## config.mk

```make
export PLATFORM = sky130hd
export DESIGN_NAME = ifetch_queue_flat
export DESIGN_NICKNAME = d
export VERILOG_FILES = /design/src/rtl/ifetch_queue_pkg.sv /design/src/rtl/ifetch_queue_if.sv /design/src/rtl/ifetch_queue_fifo.sv /design/src/rtl/ifetch_queue.sv /design/src/flat_wrapper.sv
export SDC_FILE = /design/constraint.sdc
export NUM_CORES = 1
export LEC_CHECK = 0
export CAP_MARGIN = 15
export CORE_MARGIN = 2
export CORE_UTILIZATION = 50
export DETAILED_ROUTE_END_ITERATION = 8
export PLACE_DENSITY = 0.75
export SYNTH_ARGS = -nofsm -noshare
export SYNTH_HDL_FRONTEND = slang
export SYNTH_SLANG_ARGS = --single-unit
```

## constraint.sdc

```tcl
create_clock -name clk -period 5.6 [get_ports clk]
set_input_delay 1.4 -clock clk [delete_from_list [all_inputs] [get_ports clk]]
set_output_delay 1.4 -clock clk [all_outputs]
set_load 0.02 [all_outputs]
```

## src/rtl/ifetch_queue_pkg.sv

```systemverilog
// ifetch_pkg: FSM state encoding, PC increment and queue entry layout shared
// by the instruction-fetch queue and its users.
package ifetch_pkg;

  typedef enum logic [1:0] {IFQ_IDLE, IFQ_REQ, IFQ_DISCARD} ifq_state_t;

  localparam int PC_STEP = 4;
  localparam int IFQ_W   = 32;

  typedef struct packed {
    logic [IFQ_W-1:0] instr;
    logic [IFQ_W-1:0] pc4;
  } ifq_entry_t;

endpackage

```

## src/rtl/ifetch_queue_if.sv

```systemverilog
// ifetch_queue_if: instruction-memory handshake, decode-side controls and the
// head-entry view of the fetch queue. master = fetch unit, slave = environment.
interface ifetch_queue_if #(parameter int W = 32);

  logic         instrreq;
  logic [W-1:0] instradr;
  logic [W-1:0] instrF;
  logic         hit;
  logic         abort;
  logic         stallD;
  logic         redirect;
  logic [W-1:0] redirect_pc;
  logic         validD;
  logic [W-1:0] instrD;
  logic [W-1:0] pc4D;
  logic [7:0]   pclow;

  modport master (
    output instrreq, instradr, validD, instrD, pc4D, pclow,
    input  instrF, hit, abort, stallD, redirect, redirect_pc
  );

  modport slave (
    input  instrreq, instradr, validD, instrD, pc4D, pclow,
    output instrF, hit, abort, stallD, redirect, redirect_pc
  );

endinterface

```

## src/rtl/ifetch_queue_fifo.sv

```systemverilog
// ifq_fifo: synchronous power-of-two FIFO with a flush input that wins over
// push/pop, an occupancy count and a combinational head view.
module ifq_fifo #(
  parameter int WIDTH = 64,
  parameter int DEPTH = 4
) (
  input  logic                       clk,
  input  logic                       reset,
  input  logic                       i_push,
  input  logic                       i_pop,
  input  logic                       i_clear,
  input  logic [WIDTH-1:0]           i_wdata,
  output logic [$clog2(DEPTH+1)-1:0] o_count,
  output logic [WIDTH-1:0]           o_head
);

  localparam int PW = $clog2(DEPTH);
  localparam int CW = $clog2(DEPTH+1);
  localparam logic [PW-1:0] PTR_ONE = PW'(1);
  localparam logic [CW-1:0] CNT_ONE = CW'(1);

  logic [WIDTH-1:0] r_mem [DEPTH];
  logic [PW-1:0]    r_wr;
  logic [PW-1:0]    r_rd;
  logic [CW-1:0]    r_count;

  always_ff @(posedge clk) begin
    if (!reset) begin
      r_wr    <= '0;
      r_rd    <= '0;
      r_count <= '0;
    end else if (i_clear) begin
      r_wr    <= '0;
      r_rd    <= '0;
      r_count <= '0;
    end else begin
      if (i_push) r_wr <= r_wr + PTR_ONE;
      if (i_pop)  r_rd <= r_rd + PTR_ONE;
      case ({i_push, i_pop})
        2'b10:   r_count <= r_count + CNT_ONE;
        2'b01:   r_count <= r_count - CNT_ONE;
        default: ;
      endcase
    end
  end

  // Storage needs no reset; only slots below the count are ever observed.
  always_ff @(posedge clk) begin
    if (i_push && !i_clear) r_mem[r_wr] <= i_wdata;
  end

  assign o_count = r_count;
  assign o_head  = r_mem[r_rd];

endmodule

```

## src/rtl/ifetch_queue.sv

```systemverilog
// ifetch_queue: fetch FSM and PC logic in front of a prefetch FIFO feeding decode.
// Define IFQ_BYPASS_EN to forward a hit straight to decode when the queue is empty.
module ifetch_queue #(
  parameter int           W        = 32,
  parameter int           DEPTH    = 4,
  parameter logic [W-1:0] RESET_PC = W'(32'h0000_0000)
) (
  input logic             clk,
  input logic             reset,
  ifetch_queue_if.master  bus
);

  import ifetch_pkg::*;

  localparam int CW = $clog2(DEPTH+1);
  localparam logic [CW-1:0] CNT_FULL  = CW'(DEPTH);
  localparam logic [CW-1:0] LAST_FREE = CW'(DEPTH-1);
  localparam logic [W-1:0]  STEP      = W'(PC_STEP);

  ifq_state_t     r_state;
  ifq_state_t     w_next_state;
  logic [W-1:0]   r_pc;
  logic [W-1:0]   r_adr;
  logic [W-1:0]   w_pc_next;
  logic [W-1:0]   w_pc4;
  logic [CW-1:0]  w_count;
  logic [2*W-1:0] w_head;
  logic           w_resp;
  logic           w_empty;
  logic           w_push;
  logic           w_pop;
  logic           w_bypass;

  assign w_pc4   = r_pc + STEP;
  assign w_resp  = bus.hit | bus.abort;
  assign w_empty = (w_count == '0);
  assign w_pop   = !w_empty && !bus.stallD && !bus.redirect;

`ifdef IFQ_BYPASS_EN
  assign w_bypass = w_empty && (r_state == IFQ_REQ) && bus.hit && !bus.redirect;
`else
  assign w_bypass = 1'b0;
`endif

  // A bypassed word that decode accepts this cycle never enters the queue.
  assign w_push = (r_state == IFQ_REQ) && bus.hit && !bus.redirect &&
                  !(w_bypass && !bus.stallD);

  always_comb begin
    w_next_state = r_state;
    w_pc_next    = r_pc;
    if (bus.redirect) w_pc_next = bus.redirect_pc;
    case (r_state)
      IFQ_IDLE: begin
        if (bus.redirect || (w_count < CNT_FULL)) w_next_state = IFQ_REQ;
      end
      IFQ_REQ: begin
        if (bus.redirect) begin
          w_next_state = w_resp ? IFQ_REQ : IFQ_DISCARD;
        end else if (bus.hit) begin
          w_pc_next    = w_pc4;
          w_next_state = (w_pop || (w_count < LAST_FREE)) ? IFQ_REQ : IFQ_IDLE;
        end
      end
      IFQ_DISCARD: begin
        if (w_resp) w_next_state = IFQ_REQ;
      end
      default: w_next_state = IFQ_IDLE;
    endcase
  end

  // r_adr freezes on the stale address while the abandoned request drains.
  always_ff @(posedge clk) begin
    if (!reset) begin
      r_state <= IFQ_IDLE;
      r_pc    <= RESET_PC;
      r_adr   <= RESET_PC;
    end else begin
      r_state <= w_next_state;
      r_pc    <= w_pc_next;
      if (w_next_state != IFQ_DISCARD) r_adr <= w_pc_next;
    end
  end

  ifq_fifo #(
    .WIDTH (2*W),
    .DEPTH (DEPTH)
  ) u_fifo (
    .clk     (clk),
    .reset   (reset),
    .i_push  (w_push),
    .i_pop   (w_pop),
    .i_clear (bus.redirect),
    .i_wdata ({bus.instrF, w_pc4}),
    .o_count (w_count),
    .o_head  (w_head)
  );

  assign bus.instrreq = (r_state == IFQ_REQ) || (r_state == IFQ_DISCARD);
  assign bus.instradr = r_adr;
  assign bus.validD   = w_bypass || !w_empty;
  assign bus.pclow    = r_pc[9:2];

  always_comb begin
    bus.instrD = '0;
    bus.pc4D   = '0;
    if (w_bypass) begin
      bus.instrD = bus.instrF;
      bus.pc4D   = w_pc4;
    end else if (!w_empty) begin
      bus.instrD = w_head[2*W-1:W];
      bus.pc4D   = w_head[W-1:0];
    end
  end

endmodule
```

## src/flat_wrapper.sv

```systemverilog
// flat-port wrapper written by rule: the top's interface ports become plain ports
module ifetch_queue_flat import ifetch_pkg::*;
#(
  parameter int           W        = 32,
  parameter int           DEPTH    = 4,
  parameter logic [W-1:0] RESET_PC = W'(32'h0000_0000)
)
  (clk, reset, bus_instrreq, bus_instradr, bus_validD, bus_instrD, bus_pc4D, bus_pclow, bus_instrF, bus_hit, bus_abort, bus_stallD, bus_redirect, bus_redirect_pc);
  ifetch_queue_if #(.W(W)) bus_i ();
  input logic clk;
  input logic reset;
  output wire logic [$bits(bus_i.instrreq)-1:0] bus_instrreq;
  output wire logic [$bits(bus_i.instradr)-1:0] bus_instradr;
  output wire logic [$bits(bus_i.validD)-1:0] bus_validD;
  output wire logic [$bits(bus_i.instrD)-1:0] bus_instrD;
  output wire logic [$bits(bus_i.pc4D)-1:0] bus_pc4D;
  output wire logic [$bits(bus_i.pclow)-1:0] bus_pclow;
  input wire logic [$bits(bus_i.instrF)-1:0] bus_instrF;
  input wire logic [$bits(bus_i.hit)-1:0] bus_hit;
  input wire logic [$bits(bus_i.abort)-1:0] bus_abort;
  input wire logic [$bits(bus_i.stallD)-1:0] bus_stallD;
  input wire logic [$bits(bus_i.redirect)-1:0] bus_redirect;
  input wire logic [$bits(bus_i.redirect_pc)-1:0] bus_redirect_pc;
  assign bus_instrreq = bus_i.instrreq;
  assign bus_instradr = bus_i.instradr;
  assign bus_validD = bus_i.validD;
  assign bus_instrD = bus_i.instrD;
  assign bus_pc4D = bus_i.pc4D;
  assign bus_pclow = bus_i.pclow;
  assign bus_i.instrF = bus_instrF;
  assign bus_i.hit = bus_hit;
  assign bus_i.abort = bus_abort;
  assign bus_i.stallD = bus_stallD;
  assign bus_i.redirect = bus_redirect;
  assign bus_i.redirect_pc = bus_redirect_pc;
  ifetch_queue #(.W(W), .DEPTH(DEPTH), .RESET_PC(RESET_PC)) u_core (.clk(clk), .reset(reset), .bus(bus_i));
endmodule
```

==> flow_summary.html <==
<table>
<tr><th>Metric</th><th>Value</th></tr>
<tr><th colspan="2">Global routing</th></tr>
<tr><td>Overall global routing resource usage</td><td>19.6%</td></tr>
<tr><td>Number of antenna violations at the first check in global routing</td><td>0</td></tr>
<tr><td>Largest net degree at the start of global routing</td><td>66</td></tr>
<tr><td>GRT overflow</td><td>0</td></tr>
<tr><td>Wire length of the first global-routing pass</td><td>43.6 mm</td></tr>
<tr><td>Vias in the first global route</td><td>8009</td></tr>
<tr><th colspan="2">Pwr</th></tr>
<tr><td>Part of the total power dissipated in combinational logic</td><td>6.1%</td></tr>
<tr><td>Worst IR Drop VDD</td><td>0.194 mV</td></tr>
<tr><td>Switching share of power</td><td>20.6%</td></tr>
<tr><td>Clk pwr share</td><td>41.6%</td></tr>
<tr><td>Static leakage</td><td>0.00546 uW</td></tr>
<tr><td>Sequential fraction of design power</td><td>52.4%</td></tr>
<tr><td>P per Cell Area</td><td>313 mW/mm^2</td></tr>
<tr><td>P_int</td><td>4160 uW</td></tr>
<tr><td>Total design power</td><td>5240 uW</td></tr>
<tr><td>Switching power</td><td>1080 uW</td></tr>
<tr><th colspan="2">Floorplanning</th></tr>
<tr><td>Top-Level Pins</td><td>176</td></tr>
<tr><td>Die height</td><td>169 um</td></tr>
<tr><td>Effective utilization at floorplan</td><td>50.7%</td></tr>
<tr><td>Area of the core</td><td>0.0269 mm^2</td></tr>
<tr><td>Row Count</td><td>60</td></tr>
<tr><td>Die X-Extent</td><td>169 um</td></tr>
<tr><td>Area of the die</td><td>0.0286 mm^2</td></tr>
<tr><th colspan="2">Drt</th></tr>
<tr><td>Number of iterations in the first detailed-routing pass</td><td>5</td></tr>
<tr><td>Residual DRC</td><td>0</td></tr>
<tr><td>Antenna-violating nets left</td><td>0</td></tr>
<tr><td>Total wire length</td><td>27.6 mm</td></tr>
<tr><td>Via count of the routed design</td><td>7800</td></tr>
<tr><td>Detailed-route vias per instance</td><td>5.54</td></tr>
<tr><td>Routed len/inst</td><td>19.6 um</td></tr>
<tr><td>Number of DRC violations after detailed-routing iteration 0</td><td>646</td></tr>
<tr><th colspan="2">Yosys</th></tr>
<tr><td>Count of flip-flops with a built-in enable after synthesis</td><td>256</td></tr>
<tr><td>Cell taking the most area after synthesis</td><td>edfxtp_1</td></tr>
<tr><td>Number of synthesized register bits</td><td>331</td></tr>
<tr><td>Distinct cell type count after synthesis</td><td>55</td></tr>
<tr><td>Yosys warnings</td><td>0</td></tr>
<tr><td>Synth Flop Type</td><td>edfxtp_1</td></tr>
<tr><td>Share of Yosys cell area claimed by the top area cell type</td><td>56.4%</td></tr>
<tr><td>Post-synthesis average cell area</td><td>15.4 um^2</td></tr>
<tr><td>Fraction of synthesis flops using an asynchronous set or reset pin</td><td>0%</td></tr>
<tr><td>Leading post-synthesis cells by cell area</td><td>edfxtp_1 (56%), dfxtp_1 (11%), mux4_2 (11%)</td></tr>
<tr><td>Cell area after synthesis</td><td>0.0136 mm^2</td></tr>
<tr><td>Share of the yosys chip area belonging to registers</td><td>67.4%</td></tr>
<tr><td>Post-Synthesis Net Count</td><td>966</td></tr>
<tr><td>Instance count of the mapped netlist</td><td>885</td></tr>
<tr><th colspan="2">Clock tree</th></tr>
<tr><td>Clk Latency, worst-skew pair</td><td>0.50 ns</td></tr>
<tr><td>Number of instances resized during post-cts repair</td><td>0</td></tr>
<tr><td>Number of H-tree levels</td><td>2</td></tr>
<tr><td>Hold-fix buffers at CTS</td><td>0</td></tr>
<tr><td>Clock tree root driver cell</td><td>clkbuf_16</td></tr>
<tr><td>CTS tree</td><td>yes</td></tr>
<tr><td>Number of buffers between clock root and the deepest sink</td><td>3</td></tr>
<tr><td>Clock-pin slew of the registers on the worst-case setup and hold paths</td><td>0.06 ns</td></tr>
<tr><td>TritonCTS Buffers</td><td>34</td></tr>
<tr><td>Clock Sinks</td><td>331</td></tr>
<tr><td>Buffers inserted during post-CTS setup optimization</td><td>0</td></tr>
<tr><th colspan="2">Placed design</th></tr>
<tr><td>Number of port buffers</td><td>175</td></tr>
<tr><td>Placed cell count</td><td>1350</td></tr>
<tr><td>Standard cell area after detailed placement</td><td>0.0157 mm^2</td></tr>
<tr><td>Setup Slack @ Placement</td><td>1.30 ns</td></tr>
<tr><td>Placed wire-length estimate</td><td>17.1 mm</td></tr>
<tr><td>Last weighted congestion value of the routability-driven placer</td><td>0.881</td></tr>
<tr><th colspan="2">Hold path</th></tr>
<tr><td>Worst min-delay path class</td><td>register to register</td></tr>
<tr><th colspan="2">Worst setup path</th></tr>
<tr><td>Kind of end point of the critical path</td><td>primary output</td></tr>
<tr><td>Data arrival time at the worst-slack endpoint</td><td>2.88 ns</td></tr>
<tr><td>Setup CP Type</td><td>register to primary output</td></tr>
<tr><td>Startpoint types</td><td>register</td></tr>
<tr><td>Data required time of the critical path</td><td>4.20 ns</td></tr>
<tr><td>R2r setup slk</td><td>2.79 ns</td></tr>
<tr><td>Highest fanout seen on the critical path</td><td>27</td></tr>
<tr><th colspan="2">Timing</th></tr>
<tr><td>Hold violation total from the final report</td><td>0</td></tr>
<tr><td>Clock tree skew after final layout</td><td>0.00728 ns</td></tr>
<tr><td>Post-route setup TNS</td><td>0 ns</td></tr>
<tr><td>Total of endpoints with negative setup slack in the final report</td><td>0</td></tr>
<tr><td>Slew at the pin closest to its max-slew limit</td><td>0.996 ns</td></tr>
<tr><td>Share of the cycle needed by the critical path after routing</td><td>76.5%</td></tr>
<tr><td>RSZ-0062 raised after global routing</td><td>no</td></tr>
<tr><td>Post-route minimum period</td><td>4.28 ns</td></tr>
<tr><td>Final slew viol count</td><td>0</td></tr>
<tr><td>Worst max-slew margin expressed relative to the limit</td><td>33.6%</td></tr>
<tr><td>Achievable frequency</td><td>0.233 GHz</td></tr>
<tr><td>Setup slack after layout</td><td>1.32 ns</td></tr>
<tr><th colspan="2">Cells and area</th></tr>
<tr><td>Most common library cell in the layout ignoring fill and taps</td><td>edfxtp_1</td></tr>
<tr><td>Share of layout cells above drive strength 1</td><td>13.4%</td></tr>
<tr><td>Final design instance area without fill</td><td>0.0167 mm^2</td></tr>
<tr><td>Post-route insts no fill</td><td>1409</td></tr>
<tr><td>Count of antenna diodes in the layout</td><td>0</td></tr>
<tr><td>Synth-to-Final Area Change</td><td>22.8%</td></tr>
<tr><td>Most used cells in the layout excluding fill and tap cells</td><td>edfxtp_1 (256), clkdlybuf4s50_1 (175), dfxtp_1 (73), mux4_2 (64), nor2b_1 (64)</td></tr>
<tr><td>Nets@finish</td><td>1126</td></tr>
<tr><th colspan="2">Outcome</th></tr>
<tr><td>Status</td><td>finished, final reports clean</td></tr>
<tr><th colspan="2">Job</th></tr>
<tr><td>Reported max-cap violation count</td><td>0</td></tr>
</table>
-- per-layer routing --
layer | GRT usage [%] | part of all wire (%) | wire (um)
met5 | 0 | 0 | 0
met4 | 5.39 | 2.3 | 629
met3 | 3.34 | 5.5 | 1520
met2 | 31.3 | 46 | 12600
met1 | 28.0 | 46 | 12800
-- cells by family after synthesis --
kind of cell,after synthesis,synth area share (%)
AOI/OAI and AO/OA,77,3.87
xor gates and xnor gates,61,3.92
adders and majority gates,11,1.06
buffers and inverters,76,2.44
DFF,331,67.4
muxes,73,11.2
and+or+nand+nor,256,10.1
-- cells in the mapped netlist, types with 2 or more instances --
master    number
edfxtp_1     256
dfxtp_1       75
mux4_2        64
nor2b_1       64
nand2_1       63
nor2_1        43
clkbuf_1      38
xnor2_1       35
xor2_1        26
a21oi_1       19
nand3_1       17
o21ai_0       17
nand4_1       16
nor3_1        13
buf_2         12
inv_1         12
and3_1        10
ha_1          10
o22a_1        10
a211oi_1       8
buf_4          8
mux2i_1        8
and2_1         6
a21o_1         5
a211o_1        4
nor4_1         4
o211a_1        3
o211ai_1       3
or3_1          3
and4_1         2
buf_1          2
clkbuf_2       2
nand2b_1       2
nor4_2         2
nor4_4         2
o31ai_1        2
-- metrics by stage --
| stage | hold WS (ns) | utilization, % |
|---|---|---|
| after floorplan | 0.459 | - |
| after global placement | 0.448 | 58.3 |
| after detailed placement | 0.449 | 58.3 |
| after CTS | 0.469 | 62.3 |
| after global routing | 0.495 | 62.3 |
| final | 0.469 | 62.3 |
-- area by class of cell --
| type | instances | area (um^2) |
|---|---|---|
| fillers | 1990 | 10100 |
| flip-flops and latches | 331 | 9200 |
| multi-input cells | 478 | 4140 |
| repair buffers | 186 | 1850 |
| clock buffers | 51 | 1020 |
| well taps | 341 | 427 |
| clock inverters | 8 | 60.1 |
| inverters | 14 | 52.6 |
-- sequential cells by signal, indices dropped and copies added (netlist names), named ones only --
register / cells
u_core.u_fifo.r_mem: 256
u_core.bus.instradr: 32
u_core.r_pc: 32
u_core.u_fifo.o_count: 3
u_core.r_state: 2
u_core.u_fifo.r_rd: 2
u_core.u_fifo.r_wr: 2
-- final timing paths --
check / from / to / cells after the start
hold / removal: u_core.bus.instradr[9]$_SDFFE_PN0P_ / u_core.bus.instradr[9]$_SDFFE_PN0P_ / 2
hold reg to reg: u_core.bus.instradr[9]$_SDFFE_PN0P_ / u_core.bus.instradr[9]$_SDFFE_PN0P_ / 2
setup / recovery: register / bus_pc4D[12] / 4
setup reg to reg: u_core.r_pc[4]$_SDFF_PN0_ / u_core.u_fifo.r_mem[2][31]$_DFFE_PP_ / 6
-- worst max-delay path: stages, from the launching register on --
cell and delay [ns]:
dfxtp_4 0.69, buf_4 0.39, mux4_2 0.53, nor2b_1 0.17, clkdlybuf4s50_1 0.58
-- power groups by stage --
stage	clock [uW]	combinational, uW	sequential (uW)
CTS	2220	319	2740
global placement	0	313	2790
finish	2180	317	2740
floorplan	0	160	2790
detailed placement	0	317	2790
global route	2320	341	2750
Power figures use the tool's default switching activity.
